**src/rtl/shift_left_seq.sv**
```systemverilog
// shift_left_seq: iterative 16-bit logical shift-left, one bit per clock.
// Ports: CLK, RST, Start, A, B in; O, Busy, Done, Carry, Zero out.
module shift_left_seq (
  input  logic        CLK,
  input  logic        RST,
  input  logic        Start,
  input  logic [15:0] A,
  input  logic [15:0] B,
  output logic [15:0] O,
  output logic        Busy,
  output logic        Done,
  output logic        Carry,
  output logic        Zero
);

  typedef enum logic [1:0] {
    IDLE  = 2'd0,
    SHIFT = 2'd1,
    DONE  = 2'd2
  } state_e;

  state_e      state_q, state_d;
  logic [15:0] r_q, r_d;
  logic [4:0]  cnt_q, cnt_d;
  logic        c_q, c_d;

  always_ff @(posedge CLK) begin
    if (RST) begin
      state_q <= IDLE;
      r_q     <= '0;
      cnt_q   <= '0;
      c_q     <= 1'b0;
    end else begin
      state_q <= state_d;
      r_q     <= r_d;
      cnt_q   <= cnt_d;
      c_q     <= c_d;
    end
  end

  always_comb begin
    state_d = state_q;
    r_d     = r_q;
    cnt_d   = cnt_q;
    c_d     = c_q;
    unique case (state_q)
      IDLE, DONE: begin
        state_d = IDLE;
        if (Start) begin
          state_d = DONE;
          if (B == 16'd0) begin
            r_d = A;
            c_d = 1'b0;
          end else if (B <= 16'd15) begin
            r_d     = A;
            c_d     = 1'b0;
            cnt_d   = B[4:0];
            state_d = SHIFT;
          end else if (B == 16'd16) begin
            // Sixteen shifts leave bit 0 as the last bit out.
            r_d = '0;
            c_d = A[0];
          end else begin
            r_d = '0;
            c_d = 1'b0;
          end
        end
      end
      SHIFT: begin
        r_d   = {r_q[14:0], 1'b0};
        c_d   = r_q[15];
        cnt_d = cnt_q - 5'd1;
        if (cnt_q == 5'd1) state_d = DONE;
      end
      default: state_d = IDLE;
    endcase
  end

  assign O     = r_q;
  assign Carry = c_q;
  assign Zero  = (r_q == 16'd0);
  assign Busy  = (state_q == SHIFT);
  assign Done  = (state_q == DONE);

endmodule
```
**config.mk**
```make
export PLATFORM = sky130hd
export DESIGN_NAME = shift_left_seq
export DESIGN_NICKNAME = d
export VERILOG_FILES = /design/src/rtl/shift_left_seq.sv
export SDC_FILE = /design/constraint.sdc
export NUM_CORES = 1
export LEC_CHECK = 0
export ABC_AREA = 1
export BUFFER_PORTS_ARGS = -buffer_cell sky130_fd_sc_hd__buf_2
export CAP_MARGIN = 20
export CORE_MARGIN = 3
export CORE_UTILIZATION = 30
export DETAILED_ROUTE_END_ITERATION = 12
export HOLD_SLACK_MARGIN = 0.15
export PLACE_DENSITY = 0.58
export SLEW_MARGIN = 10
export SYNTH_ARGS = -nofsm -noshare
export SYNTH_HDL_FRONTEND = slang
export SYNTH_SLANG_ARGS = --single-unit
```
**constraint.sdc**
```tcl
create_clock -name CLK -period 1.6 [get_ports CLK]
set_clock_uncertainty 0.2 [all_clocks]
set_input_delay 0.32 -clock CLK [delete_from_list [all_inputs] [get_ports CLK]]
set_output_delay 0.32 -clock CLK [all_outputs]
set_load 0.02 [all_outputs]
```
==> results by group <==
Run status
  – Run status: finished, violations left
  – Failing checks: setup timing

STA
  – Share of the cycle needed by the critical path after routing: 116%
  – Actual transition at the worst max-transition pin: 0.276 ns
  – Tightest slew margin relative to the limit: between 80% and 90%
  – Number of max-slew violations in the final report: 0
  – Setup repair after global routing missed its margin: true
  – Final Critical Period: 1.85 ns
  – Final hold violations: 0
  – Final worst setup slack: -0.251 ns
  – Endpoints failing setup: 1
  – Highest attainable clock frequency: 540 MHz

Clock tree
  – H-tree depth reported by CTS: 1
  – Number of buffers created by CTS: 3
  – Clock sink total: 24
  – Insertion delay of the later-clocked pin in the worst-skew pair: 0.27 ns
  – Clock tree root buffer cell: clkbuf_8
  – Clock transition at the registers of the reported paths: 0.09 ns
  – Clock tree buffer depth: 2
  – TritonCTS clock tree: done

Power
  – Leak Pwr: 0.950 nW
  – Cell Pwr Density: 614 nW/um^2
  – Maximum VDD drop: 284 uV

Finish
  – Commonest non-fill, non-tap cell in the layout: buf_2
  – Fillcell total: 453
  – Post-Route Utilization: 47.3%
  – Number of inserted diodes: 0
  – Growth of design area from synthesis to finish: 51.0%
  – Net total in the final layout: 322
  – Commonest cells after routing, fill and taps aside: buf_2 (52), nand2_1 (50), inv_1 (27)
  – Ratio of cells with drive above 1 in the final layout: 35.6%

Die
  – Starting utilization of the core area: 31.3%
  – DIE WIDTH: 73.9 um
  – Full die area: 5460 um^2
  – Core Box Area: ~4400 um^2
  – Row Count: 24
  – Die span in y: 73.9 um
  – IO Count: 55

Yosys
  – Number of synthesis warnings: 0
  – Cell area after technology mapping: 1380 um^2
  – Syn_nets: 238
  – Library cell with the largest summed area after synthesis: dfxtp_1
  – Top cell type's share of synthesized area: 34.8%
  – Seq/Total Area, Yosys: a little over a third
  – Number of distinct library cells after synthesis: 25
  – Flip-flop and latch count after synthesis: 24
  – Leading cell types by total area after synthesis: dfxtp_1 (35%), nand2_1 (14%), inv_1 (7.3%)
  – Mapped Cells: 201
  – Avg Cell Area, Syn: 6.88 um^2

Global routing
  – First-pass GRT wire length: 6110 um
  – Vias in the first global route: 1325
  – Total overflow reported by the global router: 0
  – GRT Util Overall: 14.3%
  – Maximum number of pins on one net before global-route repair: 15
  – Initial antenna violation count: 0

Placed design
  – Final RePlAce weighted congestion: 0.821
  – Worst slack, placed: roughly 0.019 ns
  – Number of port buffers: 54
  – HPWL after detailed placement: 2830 um

Min path
  – Class of the tightest hold or removal check: in2reg

Run
  – Count of max-cap constraint violations: 0

Worst setup path
  – Worst setup EP type: output port
  – Arrival time at the worst endpoint: 1.33 ns
  – Longest individual stage delay on the worst path: 0.33 ns
  – Required time reported for the critical path endpoint: 1.08 ns
  – Type of element launching the critical path: flop
  – Worst path cell trace: nor4_2 > nand2_1 > nor3_2 > buf_4
  – Crit Path Class: reg2out
  – Top fanout value on the critical path: 2
  – Worst path buffer plus inverter count: 1
  – Top cell family by delay on the critical path: simple AND/OR/NAND/NOR gates
  – Highest-delay cell along the critical path: dfxtp_1

Detailed routing
  – Number of DRC violations after detailed routing: 0
  – Average wire length per cell after detail routing: 11.5 um
  – First-pass detailed-route iteration total: 4
  – Remaining antenna violation count: 0
  – Routed vias/inst: 4.68
  – Initial detailed-routing violation count: 92
  – Total Routed Length: 3850 um
  – Number of vias after detailed routing: 1571
==> registers in the layout, summed over array words and instances (netlist names) <==
| signal | cells |
|---|---|
| O | 16 |
| cnt_q | 5 |
| state_q | 2 |
| Carry | 1 |
==> cells in the mapped netlist (all sizes together) <==
cell	number
o22ai	4
clkbuf	2
nand2	55
nand4	17
dfxtp	24
ha	2
buf	7
inv	32
a21oi	10
nor3	2
nor4	3
a21boi	1
a31oi	11
o21ai	5
nand3	7
nor2	19
==> cell families after synthesis <==
family | Yosys count | share of synthesized area [%]
AND/OR/NAND/NOR | 103 | 37.3
buffers and inverters | 41 | 13.4
AO/OA/AOI/OAI | 31 | 12.8
flip-flops | 24 | 34.8
adder cells (fa/ha/maj) | 2 | 1.81
==> per-stage QoR <==
step	TNS, ns	hold WS, ns	area, um^2	cells	power (W)
final	-0.251	0.151	2090	336	0.00128
after global routing	-0.334	0.165	2090	336	0.00133
after CTS	-0.253	0.151	2050	336	0.00129
after detailed placement	0	0.292	1800	316	0.000722
after global placement	0	0.272	1800	316	0.000722
after floorplan	0	0.255	1390	201	0.000663
==> what timing repair did <==
action,in CTS,in global routing
cloned,0,0
endpoints found under the hold margin,14,0
hold buffers,14,0
gates resized for setup,8,14
pin swaps,1,3
setup buffers,2,0
setup endpoints to repair,2,15
==> worst paths after layout <==
kind | from | to | slack [ns] | cells past startpoint
worst max register to register | state_q[0] | O[14] | 0.12 | 9
worst min-delay path | B[5] | Carry | 0.15 | 4
worst min register to register | cnt_q[1] | cnt_q[1] | 0.31 | 2
worst max-delay path | O[7] | Zero | -0.25 | 4
==> per-layer routing <==
layer	track usage, %	part of all wire, %
met4	6.04	2.1
met5	0	0
met2	21.5	44
met1	20.1	47
met3	2.05	6.8
==> worst reg2reg max path, cell delays in order (launching register included) <==
cell and delay (ns):
dfxtp_2 0.36, inv_4 0.05, nor2_4 0.11, buf_6 0.15, clkinv_8 0.09, nand2_4 0.10
buf_4 0.14, o22ai_1 0.06, inv_1 0.05, a21oi_1 0.06
==> power breakdown <==
group	total, W	switching (W)	internal (W)
Combinational	0.000136	0.0000643	0.0000720
Clock	0.000547	0.000212	0.000335
Sequential	0.000599	0.00000134	0.000598
==> area by class of cell <==
type                       instances  area, um^2  share of cell area [%]
tap                               52        65.1                    3.12
inverter                          32         138                    6.59
multi-input combinational        136         749                    35.9
timing repair buffer              88         581                    27.8
sequential                        24         484                    23.2
clock buffer                       3        41.3                    1.98
clock inverter                     1        30.0                    1.44
(Power assumes the default switching activity.)
